### src/rtl/viterbi_dec_k3.sv
// Hard-decision Viterbi decoder, rate 1/2, K=3, generators 111 (b0) and 101 (b1).
// Four trellis states S={s1,s2}. Survivors use register exchange, TB_LEN deep.
// Bit 0 of a survivor is the newest decision.
// Ports:
//   i_clk, i_rst        clock and synchronous active-high reset
//   i_valid/i_data/i_last  symbol stream {b1,b0} with end-of-frame marker
//   o_ready             high in IDLE/RUN, low while the frame tail drains
//   o_valid/o_data/o_last  decoded bit stream, registered, zero when idle
module viterbi_dec_k3 #(
  parameter int unsigned TB_LEN = 16,
  parameter int unsigned PM_W   = 6
) (
  input  logic       i_clk,
  input  logic       i_rst,
  input  logic       i_valid,
  input  logic [1:0] i_data,
  input  logic       i_last,
  output logic       o_ready,
  output logic       o_valid,
  output logic       o_data,
  output logic       o_last
);

  localparam logic [1:0] StIdle  = 2'd0;
  localparam logic [1:0] StRun   = 2'd1;
  localparam logic [1:0] StFlush = 2'd2;

  localparam int unsigned CntW = $clog2(TB_LEN + 1);
  localparam int unsigned IdxW = $clog2(TB_LEN);

  logic [1:0]        state_q, state_d;
  logic [PM_W-1:0]   pm_q [4];
  logic [PM_W-1:0]   pm_d [4];
  logic [TB_LEN-1:0] sp_q [4];
  logic [TB_LEN-1:0] sp_d [4];
  logic [CntW-1:0]   n_q, n_d, n_inc, r_full;
  logic [IdxW-1:0]   idx_q, idx_d;
  logic [1:0]        best_q, best_d;
  logic              o_valid_q, o_valid_d;
  logic              o_data_q, o_data_d;
  logic              o_last_q, o_last_d;

  // ACS results for the current symbol
  logic [PM_W-1:0]   cand0 [4];
  logic [PM_W-1:0]   cand1 [4];
  logic [PM_W-1:0]   acs_raw [4];
  logic [PM_W-1:0]   acs_pm [4];
  logic [TB_LEN-1:0] acs_sp [4];
  logic              msb_all;
  logic [1:0]        acs_best;
  logic              accept;

  // Hamming distance between the received symbol and the branch label from
  // predecessor p={s1,s2} with input a.
  function automatic logic [1:0] bm(input logic [1:0] p, input logic a, input logic [1:0] sym);
    logic [1:0] e;
    e = {a ^ p[0], a ^ p[1] ^ p[0]} ^ sym;
    return {1'b0, e[1]} + {1'b0, e[0]};
  endfunction

  always_comb begin
    msb_all = 1'b1;
    for (int ns = 0; ns < 4; ns++) begin
      // next state {a,b} is reached from {b,0} or {b,1} with input a
      cand0[ns] = pm_q[{ns[0], 1'b0}] + PM_W'(bm({ns[0], 1'b0}, ns[1], i_data));
      cand1[ns] = pm_q[{ns[0], 1'b1}] + PM_W'(bm({ns[0], 1'b1}, ns[1], i_data));
      if (cand1[ns] < cand0[ns]) begin
        acs_raw[ns] = cand1[ns];
        acs_sp[ns]  = {sp_q[{ns[0], 1'b1}][TB_LEN-2:0], ns[1]};
      end else begin
        acs_raw[ns] = cand0[ns];
        acs_sp[ns]  = {sp_q[{ns[0], 1'b0}][TB_LEN-2:0], ns[1]};
      end
      msb_all = msb_all & acs_raw[ns][PM_W-1];
    end
    // Metric spread is small, so dropping a shared MSB keeps ordering intact
    for (int ns = 0; ns < 4; ns++) begin
      acs_pm[ns] = acs_raw[ns];
      if (msb_all) acs_pm[ns][PM_W-1] = 1'b0;
    end
  end

  always_comb begin
    acs_best = 2'd0;
    for (int s = 1; s < 4; s++) begin
      if (acs_pm[s] < acs_pm[acs_best]) acs_best = 2'(s);
    end
  end

  assign o_ready = (state_q != StFlush);
  assign accept  = i_valid & o_ready;
  assign n_inc   = (n_q == CntW'(TB_LEN)) ? n_q : n_q + 1'b1;
  // index of the oldest bit still owed at end of frame: min(L, TB_LEN-1) - 1
  assign r_full  = (n_inc >= CntW'(TB_LEN - 1)) ? CntW'(TB_LEN - 2) : n_inc - 1'b1;

  always_comb begin
    state_d   = state_q;
    n_d       = n_q;
    idx_d     = idx_q;
    best_d    = best_q;
    o_valid_d = 1'b0;
    o_data_d  = 1'b0;
    o_last_d  = 1'b0;
    for (int s = 0; s < 4; s++) begin
      pm_d[s] = pm_q[s];
      sp_d[s] = sp_q[s];
    end
    case (state_q)
      StIdle, StRun: begin
        if (accept) begin
          for (int s = 0; s < 4; s++) begin
            pm_d[s] = acs_pm[s];
            sp_d[s] = acs_sp[s];
          end
          n_d = n_inc;
          if (n_inc == CntW'(TB_LEN)) begin
            o_valid_d = 1'b1;
            o_data_d  = acs_sp[acs_best][TB_LEN-1];
          end
          if (i_last) begin
            state_d = StFlush;
            best_d  = acs_best;
            idx_d   = IdxW'(r_full);
          end else begin
            state_d = StRun;
          end
        end
      end
      StFlush: begin
        o_valid_d = 1'b1;
        o_data_d  = sp_q[best_q][idx_q];
        o_last_d  = (idx_q == '0);
        if (idx_q == '0) begin
          state_d = StIdle;
          n_d     = '0;
          for (int s = 0; s < 4; s++) begin
            pm_d[s] = (s == 0) ? '0 : PM_W'(8);
            sp_d[s] = '0;
          end
        end else begin
          idx_d = idx_q - 1'b1;
        end
      end
      default: state_d = StIdle;
    endcase
  end

  always_ff @(posedge i_clk) begin
    if (i_rst) begin
      state_q   <= StIdle;
      n_q       <= '0;
      idx_q     <= '0;
      best_q    <= '0;
      o_valid_q <= 1'b0;
      o_data_q  <= 1'b0;
      o_last_q  <= 1'b0;
      for (int s = 0; s < 4; s++) begin
        pm_q[s] <= (s == 0) ? '0 : PM_W'(8);
        sp_q[s] <= '0;
      end
    end else begin
      state_q   <= state_d;
      n_q       <= n_d;
      idx_q     <= idx_d;
      best_q    <= best_d;
      o_valid_q <= o_valid_d;
      o_data_q  <= o_data_d;
      o_last_q  <= o_last_d;
      for (int s = 0; s < 4; s++) begin
        pm_q[s] <= pm_d[s];
        sp_q[s] <= sp_d[s];
      end
    end
  end

  assign o_valid = o_valid_q;
  assign o_data  = o_data_q;
  assign o_last  = o_last_q;

endmodule

### config.mk
export PLATFORM = sky130hd
export DESIGN_NAME = viterbi_dec_k3
export DESIGN_NICKNAME = d
export VERILOG_FILES = /design/src/rtl/viterbi_dec_k3.sv
export SDC_FILE = /design/constraint.sdc
export NUM_CORES = 1
export LEC_CHECK = 0
export ABC_AREA = 1
export BUFFER_PORTS_ARGS = -buffer_cell sky130_fd_sc_hd__clkbuf_2
export CAP_MARGIN = 10
export CELL_PAD_IN_SITES_DETAIL_PLACEMENT = 0
export CELL_PAD_IN_SITES_GLOBAL_PLACEMENT = 1
export CORE_MARGIN = 2
export CORE_UTILIZATION = 30
export CTS_CLUSTER_SIZE = 24
export DETAILED_ROUTE_END_ITERATION = 16
export PLACE_DENSITY_LB_ADDON = 0.08
export SLEW_MARGIN = 30
export SYNTH_ARGS = -nofsm -noshare
export SYNTH_HDL_FRONTEND = slang
export SYNTH_SLANG_ARGS = --single-unit
### constraint.sdc
create_clock -name i_clk -period 10.8 [get_ports i_clk]
set_clock_uncertainty 0.1 [all_clocks]
set_input_delay 2.16 -clock i_clk [delete_from_list [all_inputs] [get_ports i_clk]]
set_output_delay 2.16 -clock i_clk [all_outputs]
set_load 0.01 [all_outputs]
==> impl_metrics.py, run 1 <==
metrics = {
    "setup_path": {
        "slowest_stage": "o21ai_0",
        "slowest_delay_ns": 0.40,
        "crit_family": "compound AO/OA/AOI/OAI gates",
        "crit_top_cell": "nand2_1",
        "critPathMaxFanout": 27,
        "worstPathArrival_ns": 9.62,
        "cp-end-kind": "flip-flop",
        "crit_required_ns": 10.98,
        "crit_path_start_kind": "input port",
        "critical_path_class": "input port to flip-flop",
        "critPathBufInv": 5,
    },
    "placed_design": {
        "globalplace.congestion": 0.787,
        "portBuffers": 9,
        "dpl.hpwl_um": 15200,
        "dpl_cell_area_sq_um": 7350,
    },
    "clock_network": {
        "cts-resized-gates": 0,
        "cts_tree": "yes",
        "post_cts_buffers": 0,
        "htree_levels": 3,
        "numCtsBuffers": 9,
        "clk_pin_slew_worst_paths_ns": 0.07,
        "hold_buffers": 0,
        "ctsLongestPathBuffers": 2,
        "clk_latency_ns": 0.36,
        "root_buffer": "clkbuf_16",
        "cts_sinks": 101,
    },
    "yosys": {
        "synth-edff-count": 0,
        "syn_area_per_cell_sq_um": 6.60,
        "syn_nets": 1127,
        "synthFlopType": "dfxtp_1",
        "yosysSeqAreaShare": 0.288,
        "async_flop_share": 0,
        "ys_types": 39,
        "synth_cells": 1064,
        "yosys_warnings": 0,
        "syn_area_sq_um": 7030,
        "synth_seq_cells": 101,
    },
    "floorplan": {
        "rows": 56,
        "die_w_um": 157,
        "start_util": 0.302,
        "die_h_um": 157,
        "dieArea_sq_um": 24700,
        "coreArea_sq_um": 23300,
        "io-pin-count": 10,
    },
    "status": {
        "status": "finished clean",
    },
    "detailed_routing": {
        "drt_wl_total_um": 22000,
        "drc": 0,
        "wire_per_inst_um": 16.1,
        "vias_per_cell": 4.75,
        "first_pass_iters": 8,
        "vias": 6475,
        "drtIter0Drc": 380,
        "postRouteAntennaNets": 0,
    },
    "sta": {
        "hold_viol": 0,
        "slew_headroom": 0.426,
        "worst_pin_slew_ns": 0.855,
        "final.period_utilization": 0.874,
        "min_period_ns": 9.44,
        "fin_setup_tns_ns": 0,
        "rsz0062_at_grt": "false",
        "holdWs_ns": 0.366,
        "fmax_ghz": 0.106,
        "setup_viol": 0,
        "drv_slew": 0,
    },
    "run": {
        "drv_cap": 0,
    },
    "grt": {
        "grt_pass1_vias": 6185,
        "overflow": 0,
        "grt.total_usage": 0.183,
        "grt_first_pass_wirelength_um": 35000,
        "grt_max_degree": 64,
        "antenna_found_initial": 0,
    },
    "finish": {
        "fillers": 2663,
        "syn2layout_area_growth_pct": 8.51,
        "num-nets-final": 1102,
        "drive_gt1_frac": 0.0681,
        "finalInstanceArea_sq_um": 7620,
        "antenna_cells": 0,
        "utilization": 0.328,
    },
    "min_path": {
        "worstHoldPathType": "flip-flop to flip-flop",
    },
}
==> flip-flops by register name (all words and copies together) (netlist names), named ones only <==
name and count:
best_q 2, idx_q 4, n_q 5, o_data 1, o_last 1, o_valid 1, pm_q 24, sp_q 59
state_q 2
==> cells in the final DEF, fill, tap and decap left out, types with 3 or more instances in the layout <==
master / instances
a211oi_1: 5
a21oi_1: 165
buf_4: 12
clkbuf_16: 9
clkbuf_2: 8
dfxtp_1: 101
ha_1: 57
inv_1: 112
inv_2: 6
nand2_1: 241
nand2_2: 14
nand2_4: 3
nand3_1: 34
nand3_2: 5
nand4_1: 5
nor2_1: 51
o211ai_1: 12
o21a_1: 3
o21ai_0: 119
o21bai_1: 3
o22ai_1: 8
or2_2: 4
xnor2_1: 5
xor2_1: 35
==> worst paths after layout <==
path / slack, ns / depth (start not counted) / to / startpoint
max: 1.36 / 42 / o_data$_SDFF_PP0_ / i_data[0]
min: 0.37 / 2 / sp_q[1][15]$_SDFFE_PP0P_ / sp_q[1][15]$_SDFFE_PP0P_
max reg2reg: 3.31 / 39 / o_data$_SDFF_PP0_ / pm_q[1][1]$_SDFFE_PP0P_
min reg2reg: 0.37 / 2 / sp_q[1][15]$_SDFFE_PP0P_ / sp_q[1][15]$_SDFFE_PP0P_
==> logic make-up after synthesis <==
logic type / count (synthesis) / synth area share
xor+xnor: 40 / 0.0499
flops: 101 / 0.288
simple gates: 366 / 0.221
fa+ha+maj: 57 / 0.101
compound gates: 324 / 0.245
buf+inv: 176 / 0.0947
==> Yosys cell counts, types with 8 or more instances <==
library cell | instances | share of area
ha_1 | 57 | 0.10
o22ai_1 | 8 | 0.0071
xor2_1 | 35 | 0.044
nand3_1 | 34 | 0.024
dfxtp_1 | 101 | 0.29
o21ai_0 | 119 | 0.085
nor2_1 | 53 | 0.028
o211ai_1 | 12 | 0.013
clkbuf_1 | 49 | 0.026
a21oi_1 | 165 | 0.12
inv_1 | 113 | 0.060
nand2_2 | 14 | 0.012
nand2_1 | 241 | 0.13
==> final cells by class <==
type | count | area [sq um] | area share
well taps | 319 | 399 | 0.0523
clock buffers | 11 | 243 | 0.0318
clock inverters | 4 | 31.3 | 0.00410
multi-input cells | 787 | 4350 | 0.570
flip-flops and latches | 101 | 2020 | 0.265
inverters | 120 | 450 | 0.0591
repair buffers | 20 | 130 | 0.0171
==> per-layer routing <==
metal	up-vias	part of all wire	global-route usage
met5	-	0	0
met4	0	0.0098	0.0329
met3	13	0.022	0.0295
met2	60	0.46	0.305
met1	2946	0.51	0.252
li1	3456	-	-
==> stage by stage <==
| stage | instances | setup slack [ns] |
|---|---|---|
| after floorplan | 1064 | 2.29 |
| after global placement | 1347 | 1.05 |
| after detailed placement | 1347 | 0.917 |
| after CTS | 1362 | 1.25 |
| after global routing | 1362 | 0.567 |
| final | 1362 | 1.36 |
==> worst min-delay path: cells and delay by family, from the launching register on <==
kind / cells / cell delay (ns)
AO/OA/AOI/OAI: 1 / 0.05
flip-flops: 1 / 0.31
AND/OR/NAND/NOR: 1 / 0.06
Power of run 1 is left out: the tool's default activity adds up to more than one toggle a clock period on the data nets, which glitch-free logic cannot reach.
==> run 2, diff against run 1 <==
--- a/config.mk
+++ b/config.mk
@@ -12,8 +12,10 @@
 export CELL_PAD_IN_SITES_GLOBAL_PLACEMENT = 1
 export CORE_MARGIN = 2
 export CORE_UTILIZATION = 30
+export CTS_BUF_LIST = sky130_fd_sc_hd__clkbuf_16
 export CTS_CLUSTER_SIZE = 24
 export DETAILED_ROUTE_END_ITERATION = 16
+export MAX_ROUTING_LAYER = met4
 export PLACE_DENSITY_LB_ADDON = 0.08
 export SLEW_MARGIN = 30
 export SYNTH_ARGS = -nofsm -noshare
==> impl_metrics.py, run 2 (synthesis gave the netlist of run 1 again) <==
metrics = {
    "setup_path": {
        "slowest_stage": "o21ai_0",
        "reg2reg_slack_ns": 3.30,
        "crit_path_start_kind": "input port",
        "cp-end-kind": "flip-flop",
        "critPathMaxFanout": 27,
        "r2r_cells": 39,
        "critical_path_class": "input port to flip-flop",
        "crit_top_cell": "nand2_1",
        "regToRegStartpoint": "pm_q[1][1]$_SDFFE_PP0P_",
        "worstPathArrival_ns": 9.63,
        "r2r-end": "o_data$_SDFF_PP0_",
        "slowest_delay_ns": 0.40,
        "crit_required_ns": 10.98,
    },
    "clock_network": {
        "clk_latency_ns": 0.36,
        "clk_pin_slew_worst_paths_ns": 0.07,
        "htree_levels": 3,
        "cts_tree": "yes",
        "numCtsBuffers": 9,
        "ctsLongestPathBuffers": 2,
        "cts_sinks": 101,
        "hold_buffers": 0,
        "root_buffer": "clkbuf_16",
        "cts-resized-gates": 0,
        "post_cts_buffers": 0,
    },
    "detailed_routing": {
        "drt_wl_total_um": 21900,
        "postRouteAntennaNets": 0,
        "drc": 0,
        "wire_per_inst_um": 16.1,
        "drtIter0Drc": 380,
        "first_pass_iters": 7,
        "vias_per_cell": 4.75,
        "vias": 6472,
    },
    "sta": {
        "hold_viol": 0,
        "holdWs_ns": 0.365,
        "final.period_utilization": 0.874,
        "setup_viol": 0,
        "slew_headroom": 0.418,
        "rsz0062_at_grt": "false",
        "min_period_ns": 9.44,
        "drv_slew": 0,
        "fmax_ghz": 0.106,
        "fin_setup_tns_ns": 0,
        "worst_pin_slew_ns": 0.868,
    },
    "floorplan": {
        "die_h_um": 157,
        "coreArea_sq_um": 23300,
        "die_w_um": 157,
        "dieArea_sq_um": 24700,
        "io-pin-count": 10,
        "start_util": 0.302,
        "rows": 56,
    },
    "grt": {
        "grt_util_met2": 0.305,
        "grt_busiest_layer": "met2",
        "overflow": 0,
        "grt.total_usage": 0.189,
        "antenna_found_initial": 0,
        "grt_first_pass_wirelength_um": 35000,
        "use_met1": 0.253,
        "grtUsageMet3": 0.0295,
        "grt_max_degree": 64,
        "grt_pass1_vias": 6195,
    },
    "finish": {
        "layout_common_cells": "nand2_1, a21oi_1, o21ai_0, inv_1, dfxtp_1",
        "syn2layout_area_growth_pct": 8.37,
        "top_register": "sp_q",
        "num-nets-final": 1102,
        "drive_gt1_frac": 0.0671,
        "reg_top3": "sp_q: 59 flops, pm_q: 24 flops, n_q: 5 flops",
        "fillers": 2660,
        "largest_reg_flops": 59,
        "fin_cells": 1362,
        "mostFrequentLayoutCell": "nand2_1",
        "antenna_cells": 0,
    },
    "min_path": {
        "worstHoldPathType": "flip-flop to flip-flop",
        "min-delay-start": "sp_q[1][15]$_SDFFE_PP0P_",
        "holdPathEnd": "sp_q[1][15]$_SDFFE_PP0P_",
        "whs_path_depth": 2,
    },
    "placed_design": {
        "dpl.cell_count": 1347,
        "dpl.hpwl_um": 15200,
        "portBuffers": 9,
        "globalplace.congestion": 0.798,
    },
    "run": {
        "drv_cap": 0,
    },
    "status": {
        "status": "finished clean",
    },
}
-- run 2: cell count changes in the layout (fill, tap and decap cells not counted) --
cell      delta
clkbuf_8     -1
clkbuf_1     -1
inv_1        +1
clkinv_1     +1
-- run 2: cell type report --
class,instances,area (sq um),area share
clock inverter,6,38.8,0.00509
timing repair buffer,20,130,0.0171
tap,319,399,0.0524
multi-input combinational,787,4350,0.571
sequential,101,2020,0.266
clock buffer,9,225,0.0296
inverter,120,450,0.0592
-- run 2: per-stage QoR --
step	instance area, sq um	util	setup WS (ns)
6_report	7610	0.327	1.36
5_1_grt	7610	0.327	0.568
3_3_place_gp	7350	0.316	1.05
3_5_place_dp	7350	0.316	0.917
4_1_cts	7610	0.327	1.25
2_1_floorplan	7030	-	2.29
-- run 2: critical path: cells and delay by family --
kind / cells / cell delay (ns)
and+or+nand+nor: 20 / 2.29
adders and majority gates: 6 / 1.74
xor gates and xnor gates: 1 / 0.24
buffers and inverters: 5 / 0.86
AOI/OAI and AO/OA: 10 / 2.32
-- run 2: worst max-delay path by stage --
stage,endpoint,slack [ns],startpoint,depth (start not counted)
finish,o_data$_SDFF_PP0_,1.36,i_data[0],42
global route,o_data$_SDFF_PP0_,0.57,i_data[0],42
CTS,o_data$_SDFF_PP0_,1.25,i_data[0],42
detailed placement,o_data$_SDFF_PP0_,0.92,i_data[0],42
global placement,o_data$_SDFF_PP0_,1.05,i_data[0],42
floorplan,o_data$_SDFF_PP0_,2.29,i_data[0],45
-- run 2: per-layer routing --
metal	part of all wire	routed length, um	up-vias
met5	0	0	-
met4	0.0098	215	0
met3	0.025	545	13
met2	0.46	10100	75
met1	0.51	11100	2927
li1	-	-	3457
Power of run 2 is left out for the same reason.
==> run 3, diff against run 2 <==
--- a/config.mk
+++ b/config.mk
@@ -17,6 +17,7 @@
 export DETAILED_ROUTE_END_ITERATION = 16
 export MAX_ROUTING_LAYER = met4
 export PLACE_DENSITY_LB_ADDON = 0.08
+export RECOVER_POWER = 100
 export SLEW_MARGIN = 30
 export SYNTH_ARGS = -nofsm -noshare
 export SYNTH_HDL_FRONTEND = slang
==> impl_metrics.py, run 3 (synthesis gave the netlist of run 1 again) <==
metrics = {
    "detailed_routing": {
        "drc": 0,
        "first_pass_iters": 8,
        "vias_per_cell": 4.75,
        "drt_wl_total_um": 22000,
        "postRouteAntennaNets": 0,
        "vias": 6470,
        "wire_per_inst_um": 16.2,
        "drtIter0Drc": 352,
    },
    "setup_path": {
        "r2r_cells": 38,
        "r2r-end": "o_data$_SDFF_PP0_",
        "critical_path_class": "input port to flip-flop",
        "slowest_delay_ns": 0.76,
        "slowest_stage": "nand2_1",
        "cp-end-kind": "flip-flop",
        "crit_family": "compound AO/OA/AOI/OAI gates",
        "worstPathArrival_ns": 9.62,
        "critPathBufInv": 5,
        "critPathMaxFanout": 36,
        "crit_path_start_kind": "input port",
        "reg2reg_slack_ns": 3.13,
        "crit_required_ns": 10.79,
        "regToRegStartpoint": "pm_q[1][1]$_SDFFE_PP0P_",
    },
    "floorplan": {
        "dieArea_sq_um": 24700,
        "coreArea_sq_um": 23300,
        "die_h_um": 157,
        "die_w_um": 157,
        "start_util": 0.302,
        "io-pin-count": 10,
        "rows": 56,
    },
    "finish": {
        "drive_gt1_frac": 0.0547,
        "seq_area_sq_um": 2020,
        "multi_input_area_sq_um": 4340,
        "layout_common_cells": "nand2_1, a21oi_1, o21ai_0, inv_1, dfxtp_1",
        "antenna_cells": 0,
        "fin_cells": 1362,
        "mostFrequentLayoutCell": "nand2_1",
        "largest_reg_flops": 59,
        "top_register": "sp_q",
        "fillers": 2673,
        "syn2layout_area_growth_pct": 7.87,
        "num-nets-final": 1102,
        "finalInstanceArea_sq_um": 7580,
        "reg_top3": "sp_q: 59 flops, pm_q: 24 flops, n_q: 5 flops",
    },
    "clock_network": {
        "post_cts_buffers": 0,
        "numCtsBuffers": 9,
        "clk_pin_slew_worst_paths_ns": 0.07,
        "ctsLongestPathBuffers": 2,
        "cts_sinks": 101,
        "hold_buffers": 0,
        "clk_latency_ns": 0.36,
        "root_buffer": "clkbuf_16",
        "htree_levels": 3,
        "cts_tree": "yes",
        "cts-resized-gates": 0,
    },
    "status": {
        "violations": "max-capacitance violations, max-slew violations",
        "status": "complete, but fails checks",
    },
    "sta": {
        "fmax_ghz": 0.104,
        "setup_viol": 0,
        "rsz0062_at_grt": "false",
        "final.period_utilization": 0.892,
        "slew_headroom": -1.21,
        "holdWs_ns": 0.365,
        "hold_viol": 0,
        "min_period_ns": 9.63,
        "fin_setup_tns_ns": 0,
        "worst_pin_slew_ns": 3.32,
        "drv_slew": 154,
    },
    "run": {
        "drv_cap": 3,
    },
    "min_path": {
        "worstHoldPathType": "flip-flop to flip-flop",
        "whs_path_depth": 2,
        "min-delay-start": "sp_q[1][15]$_SDFFE_PP0P_",
        "holdPathEnd": "sp_q[1][15]$_SDFFE_PP0P_",
    },
    "placed_design": {
        "globalplace.congestion": 0.798,
        "dpl_cell_area_sq_um": 7350,
        "dpl.hpwl_um": 15200,
        "portBuffers": 9,
        "dpl.cell_count": 1347,
    },
    "grt": {
        "grt_first_pass_wirelength_um": 35000,
        "grt_pass1_vias": 6195,
        "overflow": 0,
        "grt.total_usage": 0.189,
        "grt_max_degree": 64,
        "antenna_found_initial": 0,
    },
}
## run 3: cell count changes in the layout (fill, tap and decap cells not counted)
cell      before  now
nand2_2       14   13
nor2_2         2    1
nand2_1      241  243
buf_4         12    7
clkbuf_2       8    5
nor2_1        51   52
clkinv_1       3    4
nand2_4        3    2
inv_2          6    4
clkbuf_1       0    8
inv_1        113  114
## run 3: cell type report
type                            instances  area share
Clock buffer                            9      0.0297
Clock inverter                          6     0.00512
Multi-Input combinational cell        787       0.572
Timing Repair Buffer                   20      0.0142
Inverter                              120      0.0594
Tap cell                              319      0.0527
Sequential cell                       101       0.267
## run 3: per-stage QoR
stage | setup slack, ns | utilization
after global routing | 0.367 | 0.326
after global placement | 1.05 | 0.316
after floorplan | 2.29 | -
after detailed placement | 0.917 | 0.316
after CTS | 1.25 | 0.327
final | 1.17 | 0.326
## run 3: layer usage
| layer | wire [um] | track usage |
|---|---|---|
| met5 | 0 | - |
| met4 | 215 | 0.0329 |
| met3 | 477 | 0.0295 |
| met2 | 10000 | 0.305 |
| met1 | 11300 | 0.253 |
## run 3: worst min-delay path: stages (launching register included)
cell	delay (ns)
dfxtp_1	0.31
nand2_1	0.06
a21oi_1	0.05
## run 3: worst max path at each step
stage,slack (ns),end,start,cells past startpoint
after CTS,1.25,o_data$_SDFF_PP0_,i_data[0],42
final,1.17,o_data$_SDFF_PP0_,i_data[0],40
after floorplan,2.29,o_data$_SDFF_PP0_,i_data[0],45
after detailed placement,0.92,o_data$_SDFF_PP0_,i_data[0],42
after global routing,0.37,o_data$_SDFF_PP0_,i_data[0],40
after global placement,1.05,o_data$_SDFF_PP0_,i_data[0],42
Power of run 3 is left out for the same reason.
